<file path="src/rtl/bits_to_bytes.sv">
// bits_to_bytes: LSB-first bit-word to byte conversion, combinational and valid/ready serialized
module bits_to_bytes #(
   parameter int N_BYTES = 4
) (
   input  logic                    clk_i,
   input  logic                    rst_i,
   input  logic [N_BYTES*8-1:0]    bits_i,
   output logic [N_BYTES-1:0][7:0] bytes_o,
   input  logic                    in_valid_i,
   output logic                    in_ready_o,
   output logic [7:0]              out_byte_o,
   output logic                    out_valid_o,
   input  logic                    out_ready_i,
   output logic                    out_last_o
);
   localparam int IW = N_BYTES > 1 ? $clog2(N_BYTES) : 1;
   localparam logic [IW-1:0] LAST = IW'(N_BYTES - 1);
   logic [N_BYTES*8-1:0] word;
   logic [IW-1:0]        idx;
   logic                 full;
   logic                 take;
   logic                 xfer;
   assign bytes_o     = bits_i;
   assign out_valid_o = full;
   assign out_byte_o  = word[8*idx +: 8];
   assign out_last_o  = full && (idx == LAST);
   assign xfer        = full && out_ready_i;
   assign in_ready_o  = !rst_i && (!full || (xfer && out_last_o));
   assign take        = in_valid_i && in_ready_o;
   // load a new word (possibly replacing a finishing one) or step through the current word
   always_ff @(posedge clk_i) begin
      if (rst_i) begin
         word <= '0;
         idx  <= '0;
         full <= 1'b0;
      end else if (take) begin
         word <= bits_i;
         idx  <= '0;
         full <= 1'b1;
      end else if (xfer) begin
         if (out_last_o) full <= 1'b0;
         else idx <= idx + IW'(1);
      end
   end
endmodule

</file>
<file path="config.mk">
export PLATFORM = sky130hd
export DESIGN_NAME = bits_to_bytes
export DESIGN_NICKNAME = d
export VERILOG_FILES = /design/src/rtl/bits_to_bytes.sv
export SDC_FILE = /design/constraint.sdc
export NUM_CORES = 1
export LEC_CHECK = 0
export ABC_AREA = 1
export CORE_ASPECT_RATIO = 1.75
export CORE_MARGIN = 2
export CORE_UTILIZATION = 38
export CTS_CLUSTER_DIAMETER = 40
export DETAILED_ROUTE_END_ITERATION = 16
export HOLD_SLACK_MARGIN = 0.02
export PLACE_DENSITY = 0.83
export SYNTH_ARGS = -nofsm -noshare
export SYNTH_HDL_FRONTEND = slang
export SYNTH_SLANG_ARGS = --single-unit
</file>
<file path="constraint.sdc">
create_clock -name clk_i -period 1.2 [get_ports clk_i]
set_input_delay 0.36 -clock clk_i [delete_from_list [all_inputs] [get_ports clk_i]]
set_output_delay 0.36 -clock clk_i [all_outputs]
set_load 0.01 [all_outputs]
</file>
## Yosys cells after proc, flatten, opt, wreduce, memory -nomap -nowiden

Index checks and enable logic that the tools add are counted.

| word-level totals | value |
|---|---|
| register bits after elaboration | 35 |
| output and inout bits | 43 |
| logic and storage cells | 23 |

| operators by class | value |
|---|---|
| multiplexer cells | 3 |
| shift operators | 1 |
| bitwise gates (word level) | 1 |
| add/subtract/negate cells | 1 |
| equality and inequality tests | 1 |
| reductions and logical operators | 13 |

Operators with widths:

| cell | count |
|---|---|
| $shiftx A32 B6 Y8 | 1 |
| $logic_and A1 B1 Y1 | 5 |
| $reduce_and A2 Y1 | 2 |
| $reduce_bool A2 Y1 | 2 |
| $mux W1 | 3 |
| $add A2 B1 Y2 const B | 1 |
| $eq A2 B2 Y1 const B | 1 |
| $logic_not A1 Y1 | 2 |
| $reduce_or A2 Y1 | 1 |
| $logic_or A1 B1 Y1 | 1 |
| $not A1 Y1 | 1 |

## Depth between registers and ports, before layout

Gate-level depths: netlist (run 1).

| depth | value |
|---|---|
| depth after elaboration | 8 |
| depth in mapped cells | 7 |

## Worst setup path after synthesis (run 1)

Ideal clock, no wire load.

| path | value |
|---|---|
| path type | register -> output |
| from | register idx[0] |
| to | output out_byte_o[0] |
| path buffers | 2 |
| stages on the path, launching flop included | 6 |
| required time | 840 ps |
| arrival time | 1002 ps |
| path slack | -162 ps |
| cell sequence | dfxtp_1 -> buf_2 -> inv_1 -> buf_4 -> nor2_1 -> o22ai_1 |

| on the way | value |
|---|---|
| cells in the longest elaborated chain, start to end | 1 |

RTL lines:

| element | RTL line | RTL |
|---|---|---|
| start, declared | 19 | `logic [IW-1:0] idx;` |
| start signal, assigned | 42 | `else idx <= idx + IW'(1);` |
| $shiftx A32 B6 Y8 | 25 | `assign out_byte_o = word[8*idx +: 8];` |
| end, declared | 11 | `output logic [7:0] out_byte_o,` |

No other way between the ends.

## Worst setup path in the final report (run 1)

| path | value |
|---|---|
| from | register idx[0] |
| to | output out_byte_o[1] |

Same word-level chain as after synthesis.

==> run_results.csv, run 1 <==
group,metric,value,unit
status,status,"complete, but fails checks",
status,violations,"setup timing",
final_layout,final.fill_count,341,
pwr,comb_power_share,0.258,
clocking,ctsHoldBuffers,0,
sta,fmaxAchievable,605.7,MHz
final_layout,fin_util,0.6975,
yosys,yosys-top-cells-count,"nand3_1, nand2_1, dfxtp_1",
grt,antenna_found_initial,0,
final_layout,area.growth.synth_to_final,77.18,%
grt,grt_max_degree,34,
yosys,ys_ff_latch,35,
pwr,worst_ir_drop_vdd,1243,uV
critical_path,path_class,"reg2out",
grt,overflow,0,
sta,final_max_slew_viol_count,0,
yosys,yosys-top-cells-area,"dfxtp_1, nand3_1, buf_4",
pwr,p_leak,1.577,nW
yosys,synth_edf_count,0,
clocking,clockBufferDepth,2,
placement,dp_hpwl,3.736,mm
yosys,synthMostInstantiatedCell,"nand3_1",
placement,dpl_cell_area,2776,um^2
sta,final.min_clock_period,1.651,ns
critical_path,crit_arrival,1.29,ns
final_layout,drive_above_1_share,0.5543,
final_layout,layout.area.seq,711.9,um^2
min_path,hold_end,"word[25]",
yosys,synth_area_leader_cell,"dfxtp_1",
routing,route.antenna.remaining_nets,0,
sta,setup_violations,45,
sta,worst_pin_slew,0.2803,ns
final_layout,fin_area,3254,um^2
floorplanning,pin_count,79,
min_path,worst_hold_path_type,"reg2reg",
clocking,ctsHtreeMaxLevel,2,
critical_path,r2r_slack,-0.40,ns
grt,grt_pass1_wl,10.32,mm
routing,routedWlPerCell,18.44,um
routing,wl,7.248,mm
critical_path,worstSetupStartpointType,"register",
pwr,p_seq_frac,0.405,
yosys,synth_nets,281,
yosys,synth_top_area_share,0.3815,
floorplanning,die_h,95.97,um
pwr,powerDensity,1017,nW/um^2
yosys,synth_flop_cell,"dfxtp_1",
floorplanning,dieArea,5428,um^2
critical_path,rr_endpoint,"word[16]",
floorplanning,rows,33,
pwr,power_switching_share,0.2888,
sta,skew,0.006402,ns
min_path,holdPathStages,2,
critical_path,slowest_stage,"dfxtp_4",
floorplanning,fp.coreArea,4666,um^2
clocking,clk_latency,0.29,ns
clocking,cts_tree,"done",
critical_path,rr_startpoint,"idx[0]",
yosys,ys_seq_area_frac,0.3815,
clocking,cts_buffers,5,
sta,setup_slack,-0.4509,ns
clocking,numClockSinks,35,
routing,first_iter_violations,87,
sta,fin_crit_sh,1.376,
clocking,path_clk_slew,0.07,ns
run,cap_violations,0,
pwr,p_sw,0.0009558,W
final_layout,multi_input_area,1117,um^2
floorplanning,start_util,0.3937,
placement,place_congestion,0.8321,
sta,slew_headroom,0.8125,
yosys,yosys_warnings,0,
yosys,synth_cell_types,19,
final_layout,num_antenna_cells,0,
routing,drc_errors,0,
grt,grt_usage,0.2488,
critical_path,crit_required,0.84,ns
min_path,min_from,"word[25]",
sta,rsz0062_at_grt,"yes",
critical_path,crit_chain,"clkbuf_16, o21ai_2, o22ai_2, buf_2",
yosys,synthCells,244,
routing,via_per_inst,5.491,
pwr,intPower,0.002353,W
clocking,cts_root_buffer,"clkbuf_8",
critical_path,cpPeakStageDelay,0.46,ns
critical_path,rr_worst_depth,9,
yosys,syn_area,1837,um^2
floorplanning,fp.dieW,56.56,um
sta,finalHoldViolCount,0,
grt,grt_pass1_vias,2170,
routing,firstDrtPassIters,4,
pwr,p_clk_frac,0.338,
critical_path,crit_path_max_fanout,7,
routing,dr_total_vias,2158,
yosys,avgSynthCellArea,7.528,um^2
placement,place_ws,-0.8148,ns
yosys,synth-async-reset-ratio,0,
critical_path,crit_path_end_kind,"primary output",
final_layout,nNetsFinal,377,
sta,worst_hold_slack,0.4710,ns
placement,portBuffers,78,
==> routing by layer <==
layer / vias up / track usage / part of all wire
li1: 988 / - / -
met1: 1026 / 0.2419 / 0.35
met2: 103 / 0.4593 / 0.52
met3: 41 / 0.06183 / 0.051
met4: 0 / 0.1587 / 0.073
met5: - / 0 / 0
==> cell type report <==
type | instances | share of cell area
tap | 52 | 0.01999
multi-input combinational | 154 | 0.3433
timing repair buffer | 138 | 0.3710
clock inverter | 2 | 0.01077
clock buffer | 6 | 0.02537
inverter | 6 | 0.01077
sequential | 35 | 0.2188
==> power by group through the flow <==
stage / registers [W] / logic [W] / clock network [W]
after floorplan: 0.00131 / 0.000384 / 0
after global placement: 0.00132 / 0.000738 / 0
after CTS: 0.00131 / 0.000786 / 0.00110
after detailed placement: 0.00133 / 0.000754 / 0
final: 0.00134 / 0.000853 / 0.00112
after global routing: 0.00135 / 0.000905 / 0.00118
==> cells in the final DEF (no fill, tap or decap), types with 3 or more instances in the layout <==
cell and count:
dlygate4sd2_1 33, nand2_1 33, nand3_4 4, o21ai_1 7, dfxtp_4 3, nor2_2 7
buf_6 12, nand2_2 4, o21ai_2 6, nand3_2 30, buf_2 39, dfxtp_1 32
buf_12 7, buf_4 39, o22ai_2 8, nand2_4 4, nor2_1 9, clkbuf_8 6
inv_2 3, nand3_1 32
==> logic make-up (layout without fill, tap and decap cells) <==
group	Yosys count	count (layout)	share of synthesized area
compound gates	27	27	0.08516
fa+ha+maj	1	1	0.006811
buf+inv	55	152	0.2119
flops	35	35	0.3815
simple gates	126	126	0.3147
==> worst max-delay path by stage <==
stage | start | end | slack [ns] | cells past startpoint
after floorplan | idx[1] | in_ready_o | -0.07 | 4
after global placement | out_ready_i | in_ready_o | -0.80 | 4
after detailed placement | out_ready_i | in_ready_o | -0.81 | 4
after CTS | idx[0] | out_byte_o[6] | -0.41 | 4
after global routing | idx[0] | out_byte_o[4] | -0.51 | 4
final | idx[0] | out_byte_o[1] | -0.45 | 4
==> state kept, by name, indices dropped and copies added, names as in the netlist <==
signal	flops
idx	2
out_valid_o	1
word	32
==> critical path: cells and delay by family, from the launching register on <==
family / cells / cell delay, ns
compound gates: 2 / 0.20
flops: 1 / 0.46
buf+inv: 2 / 0.33
==> through the flow <==
stage / total power, W / std cells / setup TNS (ns)
2_1_floorplan: 0.001695 / 244 / -0.3097
3_3_place_gp: 0.002058 / 370 / -38.85
3_5_place_dp: 0.002079 / 370 / -39.94
4_1_cts: 0.003196 / 391 / -14.79
5_1_grt: 0.003429 / 393 / -18.05
6_report: 0.003309 / 393 / -16.03
==> repair_timing <==
item                       4_1_cts  5_1_grt
setup buffers                    8        8
setup endpoints to repair       78       46
gates resized for setup        276       47
cloned                           6        2
pin swaps                       10       20
Note: power is estimated with default switching activity, not from simulation.
==> run 2, diff against run 1 <==
--- a/config.mk
+++ b/config.mk
@@ -7,9 +7,9 @@
 export LEC_CHECK = 0
 export ABC_AREA = 1
 export CORE_ASPECT_RATIO = 1.75
-export CORE_MARGIN = 2
 export CORE_UTILIZATION = 38
 export CTS_CLUSTER_DIAMETER = 40
+export CTS_CLUSTER_SIZE = 10
 export DETAILED_ROUTE_END_ITERATION = 16
 export HOLD_SLACK_MARGIN = 0.02
 export PLACE_DENSITY = 0.83
==> run 2 against run 1 <==
- largest cell class unchanged
- first-iteration DRC count is 4.6% lower
- highest routed layer unchanged
- global-route usage grew 0.29 points
- via count shrank 0.70%
- combinational power is 3.9% lower
- maximum frequency is 2.2% lower
- register-to-register slack better by 0.07 ns
- largest power group unchanged
- total power decreased by 8.9%
- clock skew fell by 0.0028 ns
- design area is 4.8% lower
- the run still ends with setup timing left
- clock-buffer cell count decreased by 1
- cell count down 1.0%
- worst hold slack is essentially flat
==> run_results.csv, run 2 (synthesized netlist as in run 1, its figures left out) <==
group,metric,value,unit
status,status,"complete, but fails checks",
status,violations,"setup timing",
final_layout,final_common_cell,"buf_2",
clocking,ctsHoldBuffers,0,
floorplanning,pin_count,79,
pwr,powerDensity,972.2,nW/um^2
sta,setup_slack,-0.4881,ns
clocking,numClockSinks,35,
final_layout,num_antenna_cells,0,
routing,first_iter_violations,83,
placement,place_congestion,0.8312,
clocking,cts_root_buffer,"clkbuf_8",
sta,fin_crit_sh,1.407,
critical_path,cpPeakStageDelay,0.39,ns
routing,drc_errors,0,
min_path,worst_hold_path_type,"reg2reg",
sta,slew_headroom,0.8007,
sta,rsz0062_at_grt,"yes",
floorplanning,rows,33,
placement,placed_cells,370,
pwr,worst_ir_drop_vdd,913.6,uV
placement,dpl_cell_area,2751,um^2
pwr,p_leak,1.506,nW
grt,antenna_found_initial,0,
critical_path,crit_path_max_fanout,5,
final_layout,nNetsFinal,373,
final_layout,fin_area,3099,um^2
floorplanning,die_h,93.97,um
sta,skew,0.003582,ns
routing,route.antenna.remaining_nets,0,
sta,final_max_slew_viol_count,0,
routing,via_per_inst,5.509,
grt,grt_max_degree,33,
critical_path,path_buf_inv,3,
final_layout,final_cell_mix,"buf_2, buf_4, nand2_1",
critical_path,crit_required,0.84,ns
placement,portBuffers,78,
routing,firstDrtPassIters,4,
routing,dr_total_vias,2143,
grt,grt_pass1_wl,9.108,mm
routing,wl,6.757,mm
sta,fmaxAchievable,592.4,MHz
routing,routedWlPerCell,17.37,um
grt,overflow,0,
clocking,clockBufferDepth,2,
grt,grt_usage,0.2517,
critical_path,slowest_stage,"dfxtp_4",
final_layout,fin_util,0.6643,
grt,grt_pass1_vias,1994,
critical_path,crit_path_end_kind,"primary output",
clocking,clk_latency,0.30,ns
floorplanning,dieArea,5127,um^2
critical_path,crit_arrival,1.33,ns
sta,final.min_clock_period,1.688,ns
critical_path,path_class,"reg2out",
floorplanning,start_util,0.3937,
final_layout,max_flop_register,"word",
critical_path,worstSetupStartpointType,"register",
sta,tns,-13.10,ns
clocking,path_clk_slew,0.07,ns
floorplanning,fp.coreArea,4666,um^2
final_layout,largest_reg_flops,32,
final_layout,area.growth.synth_to_final,68.73,%
placement,place_ws,-0.8669,ns
floorplanning,fp.dieW,54.56,um
clocking,cts_tree,"done",
sta,setup_violations,45,
sta,worst_pin_slew,0.2989,ns
placement,dp_hpwl,3.533,mm
final_layout,drive_above_1_share,0.5312,
critical_path,crit_chain,"buf_12, buf_8, nor2_2, o22ai_2, buf_2",
final_layout,fin_cells,389,
critical_path,crit_family,"buffers and inverters",
sta,finalHoldViolCount,0,
clocking,cts_buffers,5,
run,cap_violations,0,
clocking,ctsHtreeMaxLevel,2,
run 2: cell count changes in the layout (fill, tap and decap cells not counted), sizes merged:
cell and delta:
clkinvlp +2, bufinv -1, clkbuf -1, buf -4
run 2: layer usage:
metal | vias to the layer above | routed length (um) | global-route usage
met1 | 996 | 2196 | 0.2416
met5 | - | 0 | 0
met2 | 121 | 3664 | 0.4177
li1 | 993 | - | -
met3 | 33 | 486 | 0.07767
met4 | 0 | 409 | 0.1966
run 2: timing repair:
action | in CTS | in global routing
buffers inserted | 6 | 6
setup endpoints to repair | 78 | 45
pin swaps | 2 | 8
cloned | 4 | 2
resized for setup | 249 | 56
run 2: final timing paths:
path                                from  depth (start not counted)             to  slack [ns]
worst max register to register    idx[0]                          9       word[28]       -0.33
worst max-delay path              idx[0]                          5  out_byte_o[1]       -0.49
worst min register to register  word[14]                          2       word[14]        0.47
worst min-delay path            word[14]                          2       word[14]        0.47
run 2: power by group:
group          leakage (nW)  internal, W  switching (W)
Sequential            0.291      0.00124      0.0000829
Clock                0.0402     0.000403       0.000462
Combinational          1.17     0.000418       0.000402
Total                  1.51      0.00207       0.000947
run 2: area by class of cell:
class | count | area (um^2)
fillers | 362 | 1567
repair buffers | 134 | 1130
multi-input cells | 154 | 1060
flip-flops and latches | 35 | 711.9
clock buffers | 5 | 68.82
well taps | 52 | 65.06
inverters | 6 | 43.79
clock inverters | 3 | 20.02
run 2: stage by stage:
| step | total power [W] | hold WS (ns) |
|---|---|---|
| 6_report | 0.003013 | 0.4714 |
| 5_1_grt | 0.003123 | 0.4847 |
| 4_1_cts | 0.002891 | 0.4680 |
| 3_5_place_dp | 0.002062 | 0.4562 |
| 3_3_place_gp | 0.002048 | 0.4508 |
| 2_1_floorplan | 0.001695 | 0.4291 |
run 2: worst register-to-register path, delay by kind of cell, from the launching register on:
kind                     cells  cell delay [ns]
AND/OR/NAND/NOR              5             0.39
flip-flops                   1             0.41
adder cells (fa/ha/maj)      1             0.17
buffers and inverters        3             0.45
